**src/rtl/decim_enable_ctrl.sv**
```systemverilog
// Sequencing controller for the 2:1 decimation stage.
// Produces the input-rate enable (in_en) and the down-sampler clock enable (ds_en),
// flushes the upstream pipeline after each start, applies decimation-phase changes
// only on frame boundaries, and flags ds_en one clock later as y_valid.
module decim_enable_ctrl #(
    parameter int CLK_DIV   = 4,
    parameter int DECIM     = 2,
    parameter int PH_W      = 1,
    parameter int FLUSH_LEN = 8
) (
    input  logic            clk,
    input  logic            reset,
    input  logic            run,
    input  logic [PH_W-1:0] phase_sel,
    input  logic            phase_ld,
    output logic            in_en,
    output logic            ds_en,
    output logic            y_valid,
    output logic [PH_W-1:0] phase_cur,
    output logic            phase_err,
    output logic            busy,
    output logic [15:0]     sample_cnt
);

    localparam int DIV_W  = (CLK_DIV > 1) ? $clog2(CLK_DIV) : 1;
    localparam int DCNT_W = (DECIM > 1) ? $clog2(DECIM) : 1;
    localparam int FL_W   = 8;

    typedef enum logic [1:0] {
        S_IDLE,
        S_FLUSH,
        S_RUN,
        S_STOP
    } state_t;

    state_t             state_q, state_d;
    logic [DIV_W-1:0]   div_q, div_d;
    logic [FL_W-1:0]    fcnt_q, fcnt_d;
    logic [DCNT_W-1:0]  dcnt_q, dcnt_d;
    logic [15:0]        cnt_q, cnt_d;
    logic [PH_W-1:0]    phase_cur_q, phase_cur_d;
    logic [PH_W-1:0]    pend_q, pend_d;
    logic               pend_flag_q, pend_flag_d;
    logic               phase_err_q, phase_err_d;
    logic               y_valid_q;

    // Decodes taken from registered state only, so in_en/ds_en are glitch-free
    // and independent of the run/phase inputs in the same cycle.
    logic div_last;
    logic dcnt_last;
    logic framing;
    logic phase_hit;
    logic wrap;
    logic ld_ok;

    assign busy      = (state_q != S_IDLE);
    assign div_last  = (32'(div_q) == CLK_DIV - 1);
    assign in_en     = busy && div_last;
    assign framing   = (state_q == S_RUN) || (state_q == S_STOP);
    assign dcnt_last = (32'(dcnt_q) == DECIM - 1);
    assign phase_hit = (32'(dcnt_q) == 32'(phase_cur_q));
    assign ds_en     = in_en && framing && phase_hit;
    // A frame ends on the input sample that takes dcnt from DECIM-1 back to 0.
    assign wrap      = in_en && framing && dcnt_last;
    assign ld_ok     = phase_ld && (32'(phase_sel) < DECIM);

    assign y_valid    = y_valid_q;
    assign phase_cur  = phase_cur_q;
    assign phase_err  = phase_err_q;
    assign sample_cnt = cnt_q;

    // Next-state logic for the sequencer and its sample/frame counters.
    always_comb begin
        state_d = state_q;
        div_d   = div_q;
        fcnt_d  = fcnt_q;
        dcnt_d  = dcnt_q;
        cnt_d   = cnt_q;

        if (ds_en) begin
            cnt_d = cnt_q + 16'd1;
        end

        if (busy) begin
            div_d = div_last ? '0 : div_q + 1'b1;
        end

        case (state_q)
            S_IDLE: begin
                div_d = '0;
                if (run) begin
                    fcnt_d  = '0;
                    dcnt_d  = '0;
                    cnt_d   = '0;
                    state_d = (FLUSH_LEN == 0) ? S_RUN : S_FLUSH;
                end
            end
            S_FLUSH: begin
                if (!run) begin
                    // Nothing has reached the down-sampler yet, so abort at once.
                    state_d = S_IDLE;
                    div_d   = '0;
                end else if (in_en) begin
                    if (32'(fcnt_q) == FLUSH_LEN - 1) begin
                        state_d = S_RUN;
                        dcnt_d  = '0;
                    end else begin
                        fcnt_d = fcnt_q + 1'b1;
                    end
                end
            end
            S_RUN: begin
                if (in_en) begin
                    dcnt_d = dcnt_last ? '0 : dcnt_q + 1'b1;
                end
                if (!run) begin
                    state_d = S_STOP;
                end
            end
            S_STOP: begin
                // Finish the current frame; run is deliberately ignored here.
                if (in_en) begin
                    dcnt_d = dcnt_last ? '0 : dcnt_q + 1'b1;
                end
                if (wrap) begin
                    state_d = S_IDLE;
                    div_d   = '0;
                end
            end
            default: begin
                state_d = S_IDLE;
                div_d   = '0;
            end
        endcase
    end

    // Next-state logic for the phase request path.
    always_comb begin
        phase_cur_d = phase_cur_q;
        pend_d      = pend_q;
        pend_flag_d = pend_flag_q;
        phase_err_d = phase_ld && !ld_ok;

        // A pending phase lands on a frame boundary, or at once while idle.
        if (((state_q == S_IDLE) || wrap) && pend_flag_q) begin
            phase_cur_d = pend_q;
            pend_flag_d = 1'b0;
        end

        // A fresh request always goes to the pending slot unless idle with
        // nothing queued, in which case it can take effect directly. When a
        // transfer happens in the same cycle the old value is the one applied.
        if (ld_ok) begin
            if ((state_q == S_IDLE) && !pend_flag_q) begin
                phase_cur_d = phase_sel;
            end else begin
                pend_d      = phase_sel;
                pend_flag_d = 1'b1;
            end
        end
    end

    // State registers; asynchronous reset returns everything to idle immediately.
    always_ff @(posedge clk or posedge reset) begin
        if (reset) begin
            state_q     <= S_IDLE;
            div_q       <= '0;
            fcnt_q      <= '0;
            dcnt_q      <= '0;
            cnt_q       <= '0;
            phase_cur_q <= '0;
            pend_q      <= '0;
            pend_flag_q <= 1'b0;
            phase_err_q <= 1'b0;
            y_valid_q   <= 1'b0;
        end else begin
            state_q     <= state_d;
            div_q       <= div_d;
            fcnt_q      <= fcnt_d;
            dcnt_q      <= dcnt_d;
            cnt_q       <= cnt_d;
            phase_cur_q <= phase_cur_d;
            pend_q      <= pend_d;
            pend_flag_q <= pend_flag_d;
            phase_err_q <= phase_err_d;
            // Down-sampler output appears one clock after its enable.
            y_valid_q   <= ds_en;
        end
    end

endmodule

```
**config.mk**
```make
export PLATFORM = sky130hd
export DESIGN_NAME = decim_enable_ctrl
export DESIGN_NICKNAME = d
export VERILOG_FILES = /design/src/rtl/decim_enable_ctrl.sv
export SDC_FILE = /design/constraint.sdc
export NUM_CORES = 1
export LEC_CHECK = 0
export BUFFER_PORTS_ARGS = -buffer_cell sky130_fd_sc_hd__buf_4
export CELL_PAD_IN_SITES_DETAIL_PLACEMENT = 2
export CELL_PAD_IN_SITES_GLOBAL_PLACEMENT = 2
export CORE_UTILIZATION = 34
export DETAILED_ROUTE_END_ITERATION = 6
export PLACE_DENSITY = 0.75
export RECOVER_POWER = 100
export SYNTH_ARGS = -nofsm -noshare
export SYNTH_HDL_FRONTEND = slang
export SYNTH_SLANG_ARGS = --single-unit
```
**constraint.sdc**
```tcl
create_clock -name clk -period 2.21 [get_ports clk]
set_input_delay 0.3315 -clock clk [delete_from_list [all_inputs] [get_ports clk]]
set_output_delay 0.3315 -clock clk [all_outputs]
set_load 0.01 [all_outputs]
```
# Yosys cells after proc, flatten, opt, wreduce, memory -nomap -nowiden
# Index checks and enable logic that the tools add are counted.
totals:
  out_inout_bits: 22
  regBits: 33
  wordCells: 80
  in_bits: 5
op_classes:
  eq_ne: 16
  n_addsub: 4
  bitwise_logic: 1
  n_reduce_logical: 17
  mux: 33
ops:
  columns: ["op", "n"]
  rows:
  - ["16-bit two-way mux", 3]
  - ["8-bit two-way mux", 4]
  - ["2-bit two-way mux", 10]
  - ["16-bit by 1-bit adder with 16-bit output (second input constant)", 1]
  - ["8-bit case mux with 2 select lines", 1]
  - ["5-bit AND reduction", 3]
  - ["2-bit != test (second input constant)", 7]
  - ["1-bit two-way mux", 12]
  - ["8-bit by 1-bit adder with 8-bit output (second input constant)", 1]
  - ["8-bit by 3-bit equality test with 1-bit output (second input constant)", 1]
  - ["2-bit case mux with 4 select lines", 1]
  - ["2-bit equality test (second input constant)", 3]
  - ["1-bit logical AND", 6]
  - ["3-bit != test (second input constant)", 2]
  - ["2-bit case mux with 3 select lines", 1]
  - ["2-bit nonzero test", 2]
  - ["1-bit case mux with 3 select lines", 1]
  - ["2-bit by 1-bit adder with 2-bit output (second input constant)", 1]
  - ["2-bit by 1-bit equality test with 1-bit output (second input constant)", 1]
  - ["2-bit zero test", 1]
  - ["1-bit logical OR", 2]
  - ["2-bit by 1-bit != test with 1-bit output (second input constant)", 1]
  - ["2-bit AND reduction", 1]
  - ["2-bit OR reduction", 1]
  - ["4 further kinds", 4]

# Logic depth before layout (Yosys ltp)
# Gate-level depths: netlist of the first run.
depth:
  word_depth: 9
  depth_mapped: 6
  mapped_depth_nobuf: 5

# Least setup slack after synthesis of the first run
# No wires, ideal clock.
synth_timing:
  path_type: "reg-to-reg"
  startpoint: "register cnt_q[0], in the netlist sample_cnt[0]"
  endpoint: "register cnt_q[14], in the netlist sample_cnt[14]"
  required_time_ps: 2132
  path_slack_ps: 402
  synth_period_minus_slack_ps: 1808
  setup_ps: 78
  t_arrival_ps: 1730
  path_stages_with_launch: 6
  path_cell_list: "dfrtp_1 > ha_1 > nand3_2 > or3_4 > or4_1 > a21oi_1"
synth_via:
  elab_chain_len: 4
synth_rtl:
  columns: ["element", "line_no", "text"]
  rows:
  - ["start, declared", "40", "logic [15:0] cnt_q, cnt_d;"]
  - ["start signal, assigned", "181", "cnt_q <= cnt_d;"]
  - ["16-bit by 1-bit adder with 16-bit output (*)", "81", "cnt_d = cnt_q + 16'd1;"]
  - ["16-bit two-way mux (*)", "80", "if (ds_en) begin"]
  - ["16-bit two-way mux", "91", "if (run) begin"]
  - ["16-bit two-way mux (*)", "88", "case (state_q)"]
  - ["named net cnt_d[14]", "40", null]
# Mark *: on every way through the listed nets, which the timed path passes. The rest lies on a longest branch.
# A chain may end at the register's enable or synchronous reset.

# Worst setup path in the final report of the first run
# Ends and elaborated chain as after synthesis.

==> out/results.tsv, run 1 <==
stage	metric	value	unit
worst_setup_path	Crit. End Element	flip-flop	
worst_setup_path	cell family with most CP delay	simple AND/OR/NAND/NOR gates	
synth	dominant cells by area after synthesis	dfrtp_1, xnor2_1, nor2_1, a21oi_1, nand2_1	
floorplan	die width	73.7	um
detailed_routing	post-detailed-routing wire length	4710	um
power_and_ir_drop	Pwr per Cell Area	978	nW/um^2
clock_network	clock buffer count from CTS	5	
finish	Layout Cells excl Fill	284	
finish	ANT cells	0	
sta	Rel. slew slack	43.9	%
clock_network	clk buf depth	2	
clock_network	CTS resizes	0	
clock_network	Post-CTS Setup Bufs	0	
placement	DP Area	2050	um^2
floorplan	core footprint	4850	um^2
synth	yosys warns	0	
placement	Detail Placement HPWL	3440	um
floorplan	Die Span Y	73.7	um
worst_setup_path	Crit-path slowest cell	or4_1	
finish	fin nets	225	
placement	DP Cell Count	277	
detailed_routing	vias per cell	5.28	
sta	Final Max Slew Viols	0	
global_route	initial antenna violation count	0	
sta	min cycle time layout	1.98	ns
floorplan	Ports	27	
worst_setup_path	Arr. time, crit path	2.19	ns
synth	sequential area share after synthesis	47.2	%
clock_network	H-tree levels	2	
synth	Synth area leader	dfrtp_1	
sta	Final period util	89.6	%
sta	Final setup viols	0	
sta	actual slew at the worst max-slew pin	0.842	ns
global_route	largest net degree at the start of global routing	34	
sta	RSZ-0062 raised after global routing	false	
finish	fin util	42.1	%
worst_setup_path	Worst Path Max Fanout	6	
global_route	first-pass GRT wire length	7970	um
floorplan	num rows	25	
sta	fmax	505	MHz
sta	Fin Setup TNS	0	ns
job	max_cap viols	0	
synth	syn_nets	194	
placement	Final GP Congestion	0.771	
worst_setup_path	cell breakdown of the critical path	ha_1 -> nand3_1 -> or3_1 -> or4_1 -> a21oi_1	
clock_network	Post-CTS Hold Fix Bufs	0	
finish	area grow syn2layout	16.8	%
clock_network	CTS clk-pin slew, worst paths	0.07	ns
detailed_routing	DRT iter0 DRCs	29	
synth	post-synthesis cell count	186	
worst_setup_path	worst path required time	2.42	ns
min_path	Hold Crit Class	in2async	
detailed_routing	vias post-DR	1499	
worst_setup_path	critical path type	reg2reg	
synth	Cell Area, Synth	1750	um^2
floorplan	die area	5430	um^2
finish	layout cell share with drive strength beyond 1	8.76	%
detailed_routing	DRC Markers	0	
detailed_routing	1st-pass router iterations	4	
clock_network	Num Clock Sinks	33	
worst_setup_path	Critical Path Source Type	flip-flop	
power_and_ir_drop	Final Power	2.00	mW
synth	post-synth top area share	47.2	%
power_and_ir_drop	Max IR drop VDD	580	uV
sta	Layout Skew	0.00443	ns
worst_setup_path	critical path buffer and inverter count	0	
synth	Unique masters post-synth	36	
global_route	GR Util All Layers	19.5	%
synth	Yosys reg bits	33	
detailed_routing	antenna viol nets, final	0	
clock_network	worst skew pair latency	0.28	ns
outcome	status	finished, final reports clean	
global_route	global route overflow	0	
placement	port buffer count	25	
worst_setup_path	Max stage delay on crit path	0.52	ns
clock_network	root buf cell	clkbuf_8	
finish	post-route cell area	2040	um^2
floorplan	Initial Util	36.1	%
sta	final hold vios	0	
synth	synthesized area per cell	9.40	um^2
clock_network	CTS tree	built	
power_and_ir_drop	leakage power	0.834	nW
detailed_routing	routed len/inst	16.6	um
global_route	vias in the first global route	1637	
[where the power goes]
| group | switching, mW | internal (mW) |
|---|---|---|
| Sequential | 0.137 | 0.712 |
| Combinational | 0.420 | 0.263 |
| Clock | 0.216 | 0.247 |
[layout make-up]
type,count,area (um^2)
clock buffer,7,86.3
fill,550,2810
inverter,5,18.8
multi-input combinational,139,851
sequential,33,826
tap,67,83.8
timing repair buffer,33,175
[registers in the layout, indices dropped and copies added, names as in the netlist, named ones only]
signal       flops
dcnt_last        1
div_q            2
fcnt_q           8
pend_flag_q      1
pend_q           1
phase_cur        1
sample_cnt      16
state_q          1
y_valid          1
[worst reg2reg max path: cells and delay by family (launching register included)]
kind / cells / cell delay, ns
and+or+nand+nor: 3 / 1.16
DFF: 1 / 0.41
adders and majority gates: 1 / 0.17
AOI/OAI and AO/OA: 1 / 0.16
[per-stage QoR]
step | setup slack [ns] | hold slack [ns]
final | 0.229 | 0.296
after global routing | 0.0856 | 0.302
after CTS | 0.237 | 0.167
after detailed placement | 0.316 | 0.439
after global placement | 0.385 | 0.427
after floorplan | 0.402 | 0.415
[placed cells by master, fill, tap and decap left out, types with 3 or more instances in the layout]
cell,instances
mux2i_1,5
nor3_1,5
nand2_1,15
and2_0,3
inv_1,5
a21oi_1,13
xnor2_1,12
ha_1,3
nor4_1,7
nand3_1,12
nor4b_1,4
dfrtp_1,33
or3_1,5
clkbuf_8,6
nand2b_1,3
nand4_1,3
clkbuf_1,23
nor2_1,18
buf_4,8
o21ai_0,10
[synth_stat cells, drive strengths merged]
master  instances
a21oi          13
nor3            5
buf             1
clkbuf          8
ha              3
nor2b           2
or4             2
o21ai          10
xor2            2
nand3          12
mux2i           5
nor4            7
mux2            1
dfrtp          33
and2            3
nand4           4
a21boi          2
nor3b           1
nor2           18
nand2b          3
conb            1
nor4b           4
nor4bb          1
and4            1
inv             5
and3            1
nand2          15
a32o            1
xnor2          12
nand3b          2
o31ai           2
or3             5
a21o            1
[final timing paths]
check	endpoint	startpoint	slack (ns)	depth (start not counted)
hold reg to reg	div_q[0]$_DFF_PP0_	div_q[0]$_DFF_PP0_	0.44	1
min in group clk	pend_q$_DFFE_PP0P_	phase_sel	0.30	2
setup reg to reg	sample_cnt[14]$_DFF_PP0_	sample_cnt[0]$_DFF_PP0_	0.23	5
hold / removal	sample_cnt[5]$_DFF_PP0_	reset	0.30	3
max in group asynchronous	fcnt_q[6]$_DFFE_PP0P_	reset	1.38	3
setup / recovery	sample_cnt[14]$_DFF_PP0_	sample_cnt[0]$_DFF_PP0_	0.23	5
[kinds of logic (layout without fill, tap and decap cells)]
family,after synthesis,in the layout,share of synthesized area (%)
compound gates,29,29,9.31
flops,33,33,47.2
fa+ha+maj,3,3,2.15
simple gates,86,86,27.3
buf+inv,14,45,3.22
other cells,1,1,0.215
mux,6,6,3.51
xor+xnor,14,14,7.02
[per-layer routing]
layer / part of all wire, % / global-route usage, %
met1: 44 / 22.9
met5: 0 / 0
met2: 52 / 35.6
met4: 1.1 / 5.13
met3: 2.5 / 4.53
No activity file was read; power rests on OpenSTA's default activity.
==> run 2: changes to the inputs <==
--- a/config.mk
+++ b/config.mk
@@ -5,12 +5,12 @@
 export SDC_FILE = /design/constraint.sdc
 export NUM_CORES = 1
 export LEC_CHECK = 0
-export BUFFER_PORTS_ARGS = -buffer_cell sky130_fd_sc_hd__buf_4
 export CELL_PAD_IN_SITES_DETAIL_PLACEMENT = 2
 export CELL_PAD_IN_SITES_GLOBAL_PLACEMENT = 2
-export CORE_UTILIZATION = 34
+export CORE_UTILIZATION = 38
 export DETAILED_ROUTE_END_ITERATION = 6
-export PLACE_DENSITY = 0.75
+export DONT_BUFFER_PORTS = 1
+export PLACE_DENSITY_LB_ADDON = 0.25
 export RECOVER_POWER = 100
 export SYNTH_ARGS = -nofsm -noshare
 export SYNTH_HDL_FRONTEND = slang
==> run 2 against run 1 <==
Compared with the run above: the flow now finishes with violations (capacitance limit, slew limit); sequential power grew 2%; clock skew is 0.0018 ns higher; cell count fell by 14%; non-clock buffer count is 26 lower; setup slack lost 0.043 ns; sequential share of layout area is 2.3 points higher; combinational power is 15% lower; flip-flop and latch count did not move; first-iteration DRC count up 6.9%.
==> out/results.tsv, run 2 (synthesis results as in run 1) <==
stage	metric	value	unit
outcome	status	complete, but fails checks	
outcome	failing checks	capacitance limit, slew limit	
power_and_ir_drop	sequential share of power	42.5	%
power_and_ir_drop	Pwr per Cell Area	1060	nW/um^2
sta	fmax	494	MHz
finish	Layout Cells excl Fill	244	
finish	fin util	44.0	%
clock_network	Post-CTS Setup Bufs	0	
detailed_routing	DRC Markers	0	
floorplan	die area	4870	um^2
clock_network	root buf cell	clkbuf_8	
finish	most common cell after layout, fill and taps aside	dfrtp_1	
worst_setup_path	Max stage delay on crit path	0.43	ns
global_route	GR Util All Layers	20.3	%
worst_setup_path	Crit-path slowest cell	dfrtp_1	
sta	Final Max Slew Viols	34	
detailed_routing	antenna viol nets, final	0	
clock_network	CTS clk-pin slew, worst paths	0.07	ns
worst_setup_path	FF-to-FF path depth	5	
clock_network	clk buf depth	2	
floorplan	Ports	27	
sta	Final setup viols	0	
detailed_routing	vias per cell	5.78	
detailed_routing	routed len/inst	17.9	um
floorplan	die width	69.8	um
floorplan	Initial Util	39.9	%
min_path	Hold Crit Start	phase_ld	
clock_network	clock buffer count from CTS	5	
placement	Final GP Congestion	0.786	
global_route	first-pass GRT wire length	7720	um
detailed_routing	post-detailed-routing wire length	4370	um
worst_setup_path	flop-to-flop setup slack	0.24	ns
sta	Fin Setup TNS	0	ns
worst_setup_path	Crit. End Element	primary output	
finish	max FFs per register	16	
clock_network	CTS tree	built	
clock_network	H-tree levels	2	
sta	Layout Skew	0.00623	ns
finish	ANT cells	0	
clock_network	Num Clock Sinks	33	
finish	fin nets	199	
job	max_cap viols	1	
worst_setup_path	worst path required time	1.88	ns
worst_setup_path	Critical Path Source Type	flip-flop	
worst_setup_path	RR Endpoint	sample_cnt[4]$_DFF_PP0_	
detailed_routing	vias post-DR	1411	
worst_setup_path	critical path buffer and inverter count	2	
placement	Detail Placement HPWL	3160	um
sta	Final period util	91.6	%
sta	hold_ws	0.186	ns
finish	most frequent cells in the layout	dfrtp_1, nor2_1, nand2_1	
power_and_ir_drop	P_sw	0.752	mW
min_path	hold path depth	2	
sta	min cycle time layout	2.02	ns
finish	post-route cell area	1930	um^2
sta	actual slew at the worst max-slew pin	1.80	ns
sta	RSZ-0062 raised after global routing	false	
placement	port buffer count	0	
finish	layout cell share with drive strength beyond 1	8.33	%
power_and_ir_drop	Comb pwr share	28.4	%
floorplan	num rows	24	
sta	Rel. slew slack	-20.0	%
power_and_ir_drop	Max IR drop VDD	399	uV
worst_setup_path	Arr. time, crit path	1.69	ns
finish	area grow syn2layout	10.4	%
sta	final hold vios	0	
worst_setup_path	critical path type	reg2out	
power_and_ir_drop	clock share of power	29.1	%
finish	# fillers	483	
global_route	largest net degree at the start of global routing	34	
min_path	hold path endpoint	pend_flag_q$_DFF_PP0_	
global_route	initial antenna violation count	0	
worst_setup_path	cell family with most CP delay	simple AND/OR/NAND/NOR gates	
clock_network	Post-CTS Hold Fix Bufs	0	
power_and_ir_drop	leakage power	0.793	nW
global_route	vias in the first global route	1610	
floorplan	Die Span Y	69.8	um
worst_setup_path	Worst Path Max Fanout	11	
floorplan	core footprint	4380	um^2
placement	DP Cell Count	236	
worst_setup_path	cell breakdown of the critical path	buf_4 -> nor2_1 -> inv_1 -> and2_0	
power_and_ir_drop	Int Pwr	1.29	mW
min_path	Hold Crit Class	in2reg	
global_route	global route overflow	0	
detailed_routing	DRT iter0 DRCs	31	
clock_network	worst skew pair latency	0.29	ns
detailed_routing	1st-pass router iterations	4	
clock_network	CTS resizes	0	
power_and_ir_drop	Sw Share	36.8	%
placement	DP Area	1840	um^2
run 2: final cells by class:
cell class | count | area [um^2] | area share [%]
inverter | 5 | 18.8 | 0.973
timing repair buffer | 7 | 42.5 | 2.20
clock inverter | 1 | 30.0 | 1.56
multi-input combinational | 139 | 861 | 44.6
clock buffer | 7 | 86.3 | 4.47
tap | 52 | 65.1 | 3.37
sequential | 33 | 826 | 42.8
run 2: power by group through the flow:
stage / sequential (mW) / combinational [mW] / clock (mW)
CTS: 0.870 / 0.615 / 0.614
global placement: 0.869 / 0.569 / 0
finish: 0.867 / 0.579 / 0.594
detailed placement: 0.880 / 0.604 / 0
global route: 0.889 / 0.662 / 0.629
floorplan: 0.823 / 0.449 / 0
run 2: worst max path at each step:
stage	startpoint	end	slack (ns)	depth (start not counted)
after detailed placement	div_q[0]$_DFF_PP0_	sample_cnt[14]$_DFF_PP0_	0.27	5
final	flip-flop	in_en	0.19	4
after global placement	sample_cnt[0]$_DFF_PP0_	sample_cnt[14]$_DFF_PP0_	0.32	5
after CTS	flip-flop	in_en	0.17	4
after global routing	flip-flop	sample_cnt[2]$_DFF_PP0_	0.06	5
after floorplan	sample_cnt[0]$_DFF_PP0_	sample_cnt[14]$_DFF_PP0_	0.40	5
run 2: routing by layer:
metal / up-vias / GRT usage (%) / wire (um)
li1: 667 / - / -
met1: 709 / 23.7 / 1860
met2: 28 / 35.8 / 2270
met3: 7 / 5.38 / 178
met4: 0 / 6.67 / 59
met5: - / 0 / 0
run 2: stage by stage:
step                power, mW  setup slack [ns]
finish                   2.04             0.187
CTS                      2.10             0.174
global route             2.18            0.0618
global placement         1.44             0.320
detailed placement       1.48             0.266
floorplan                1.27             0.402
==> run 3: changes to the inputs <==
--- a/config.mk
+++ b/config.mk
@@ -7,11 +7,11 @@
 export LEC_CHECK = 0
 export CELL_PAD_IN_SITES_DETAIL_PLACEMENT = 2
 export CELL_PAD_IN_SITES_GLOBAL_PLACEMENT = 2
-export CORE_UTILIZATION = 38
+export CORE_UTILIZATION = 40
+export CTS_BUF_LIST = sky130_fd_sc_hd__clkbuf_8
 export DETAILED_ROUTE_END_ITERATION = 6
 export DONT_BUFFER_PORTS = 1
 export PLACE_DENSITY_LB_ADDON = 0.25
-export RECOVER_POWER = 100
 export SYNTH_ARGS = -nofsm -noshare
 export SYNTH_HDL_FRONTEND = slang
 export SYNTH_SLANG_ARGS = --single-unit
==> run 3 against run 2 <==
Compared with the run above: the flow now finishes without violations; register-to-register slack worse by 0.02 ns; die area fell by 4.9%; count of clock-buffer cells in the layout did not move; largest cell class unchanged.
==> out/results.tsv, run 3 (synthesis results as in run 1) <==
stage	metric	value	unit
clock_network	worst skew pair latency	0.28	ns
global_route	largest net degree at the start of global routing	34	
detailed_routing	antenna viol nets, final	0	
finish	most frequent cells in the layout	dfrtp_1, nor2_1, nand2_1	
sta	Rel. slew slack	62.4	%
power_and_ir_drop	leakage power	0.802	nW
clock_network	root buf cell	clkbuf_8	
sta	Layout Skew	0.00229	ns
detailed_routing	DRC Markers	0	
worst_setup_path	Arr. time, crit path	2.20	ns
detailed_routing	vias post-DR	1409	
power_and_ir_drop	P_sw	0.770	mW
global_route	GR Util All Layers	23.1	%
finish	area grow syn2layout	10.2	%
job	max_cap viols	0	
finish	ANT cells	0	
sta	min cycle time layout	1.99	ns
clock_network	CTS clk-pin slew, worst paths	0.07	ns
global_route	global route overflow	0	
worst_setup_path	critical path type	reg2reg	
floorplan	Initial Util	42.8	%
global_route	initial antenna violation count	0	
floorplan	die area	4640	um^2
worst_setup_path	Worst Path Max Fanout	6	
floorplan	die width	68.1	um
finish	layout cell share with drive strength beyond 1	10.4	%
clock_network	H-tree levels	2	
sta	fmax	504	MHz
detailed_routing	1st-pass router iterations	2	
power_and_ir_drop	Sw Share	38.5	%
clock_network	Post-CTS Setup Bufs	0	
sta	Final period util	89.8	%
global_route	first-pass GRT wire length	7690	um
worst_setup_path	Crit. End Element	flip-flop	
power_and_ir_drop	Pwr per Cell Area	1040	nW/um^2
power_and_ir_drop	Max IR drop VDD	567	uV
clock_network	CTS tree	built	
floorplan	core footprint	4090	um^2
worst_setup_path	worst path required time	2.42	ns
clock_network	clock buffer count from CTS	5	
min_path	Hold Crit Class	in2async	
clock_network	clk buf depth	2	
floorplan	num rows	23	
finish	most common cell after layout, fill and taps aside	dfrtp_1	
placement	Final GP Congestion	0.709	
finish	max FFs per register	16	
placement	port buffer count	0	
global_route	vias in the first global route	1527	
sta	Fin Setup TNS	0	ns
sta	actual slew at the worst max-slew pin	0.556	ns
finish	fin nets	199	
detailed_routing	DRT iter0 DRCs	47	
power_and_ir_drop	Comb pwr share	31.3	%
worst_setup_path	Critical Path Source Type	flip-flop	
clock_network	Num Clock Sinks	33	
sta	final hold vios	0	
detailed_routing	vias per cell	5.82	
power_and_ir_drop	sequential share of power	43.5	%
outcome	status	finished, final reports clean	
placement	Detail Placement HPWL	3430	um
sta	RSZ-0062 raised after global routing	false	
sta	Final setup viols	0	
power_and_ir_drop	clock share of power	25.2	%
power_and_ir_drop	Int Pwr	1.23	mW
sta	hold_ws	0.0360	ns
floorplan	Ports	27	
clock_network	CTS resizes	0	
clock_network	Post-CTS Hold Fix Bufs	0	
floorplan	Die Span Y	68.1	um
detailed_routing	routed len/inst	19.3	um
detailed_routing	post-detailed-routing wire length	4680	um
sta	Final Max Slew Viols	0	
-- run 3: cell types whose count changed in the layout (fill, tap and decap cells not counted), sizes merged --
cell | previous run | this run
clkbuf | 10 | 7
buf | 4 | 7
bufinv | 1 | 0
clkinv | 0 | 1
-- run 3: final timing paths --
| check | to | start | slack [ns] | depth (start not counted) |
|---|---|---|---|---|
| worst max-delay path | sample_cnt[14]$_DFF_PP0_ | sample_cnt[0]$_DFF_PP0_ | 0.22 | 5 |
| worst min-delay path | sample_cnt[15]$_DFF_PP0_ | reset | 0.04 | 2 |
| worst max register to register | sample_cnt[14]$_DFF_PP0_ | sample_cnt[0]$_DFF_PP0_ | 0.22 | 5 |
| worst min register to register | div_q[0]$_DFF_PP0_ | div_q[0]$_DFF_PP0_ | 0.49 | 1 |
| max in group asynchronous | asynchronous set/reset pin | reset | 1.86 | 2 |
| min in group clk | pend_flag_q$_DFF_PP0_ | phase_ld | 0.19 | 2 |
-- run 3: through the flow --
| step | util (%) | std cells | setup WS (ns) | power [mW] | instance area (um^2) |
|---|---|---|---|---|---|
| 4_1_cts | 47.2 | 242 | 0.194 | 2.04 | 1930 |
| 2_1_floorplan | - | 186 | 0.402 | 1.27 | 1750 |
| 5_1_grt | 47.2 | 242 | 0.0962 | 2.14 | 1930 |
| 3_5_place_dp | 44.7 | 234 | 0.236 | 1.51 | 1830 |
| 3_3_place_gp | 44.7 | 234 | 0.323 | 1.44 | 1830 |
| 6_report | 47.2 | 242 | 0.224 | 2.00 | 1930 |
-- run 3: cell type report --
type | count | area [um^2]
clock buffer | 7 | 96.3
clock inverter | 1 | 5.00
fill | 454 | 2160
inverter | 5 | 18.8
multi-input combinational | 139 | 866
sequential | 33 | 826
tap | 50 | 62.6
timing repair buffer | 7 | 52.6
-- run 3: power by group through the flow --
stage	clock [mW]	sequential [mW]	combinational [mW]
after floorplan	0	0.823	0.449
after global placement	0	0.863	0.582
after detailed placement	0	0.880	0.626
after CTS	0.523	0.870	0.642
after global routing	0.548	0.892	0.701
final	0.504	0.871	0.625
-- run 3: worst max-delay path, cell delays in order (launching register included) --
cell     delay, ns
dfrtp_1       0.47
ha_1          0.21
nand3_2       0.15
or3_4         0.43
or4_1         0.51
a21oi_1       0.15
-- run 3: metal layers --
metal	vias up	track usage [%]	routed length, um	part of all wire, %
met2	26	40.0	2490	53
met4	0	7.81	51	1.1
met5	-	0	0	0
met3	5	5.00	137	2.9
met1	718	28.0	2000	43
li1	660	-	-	-
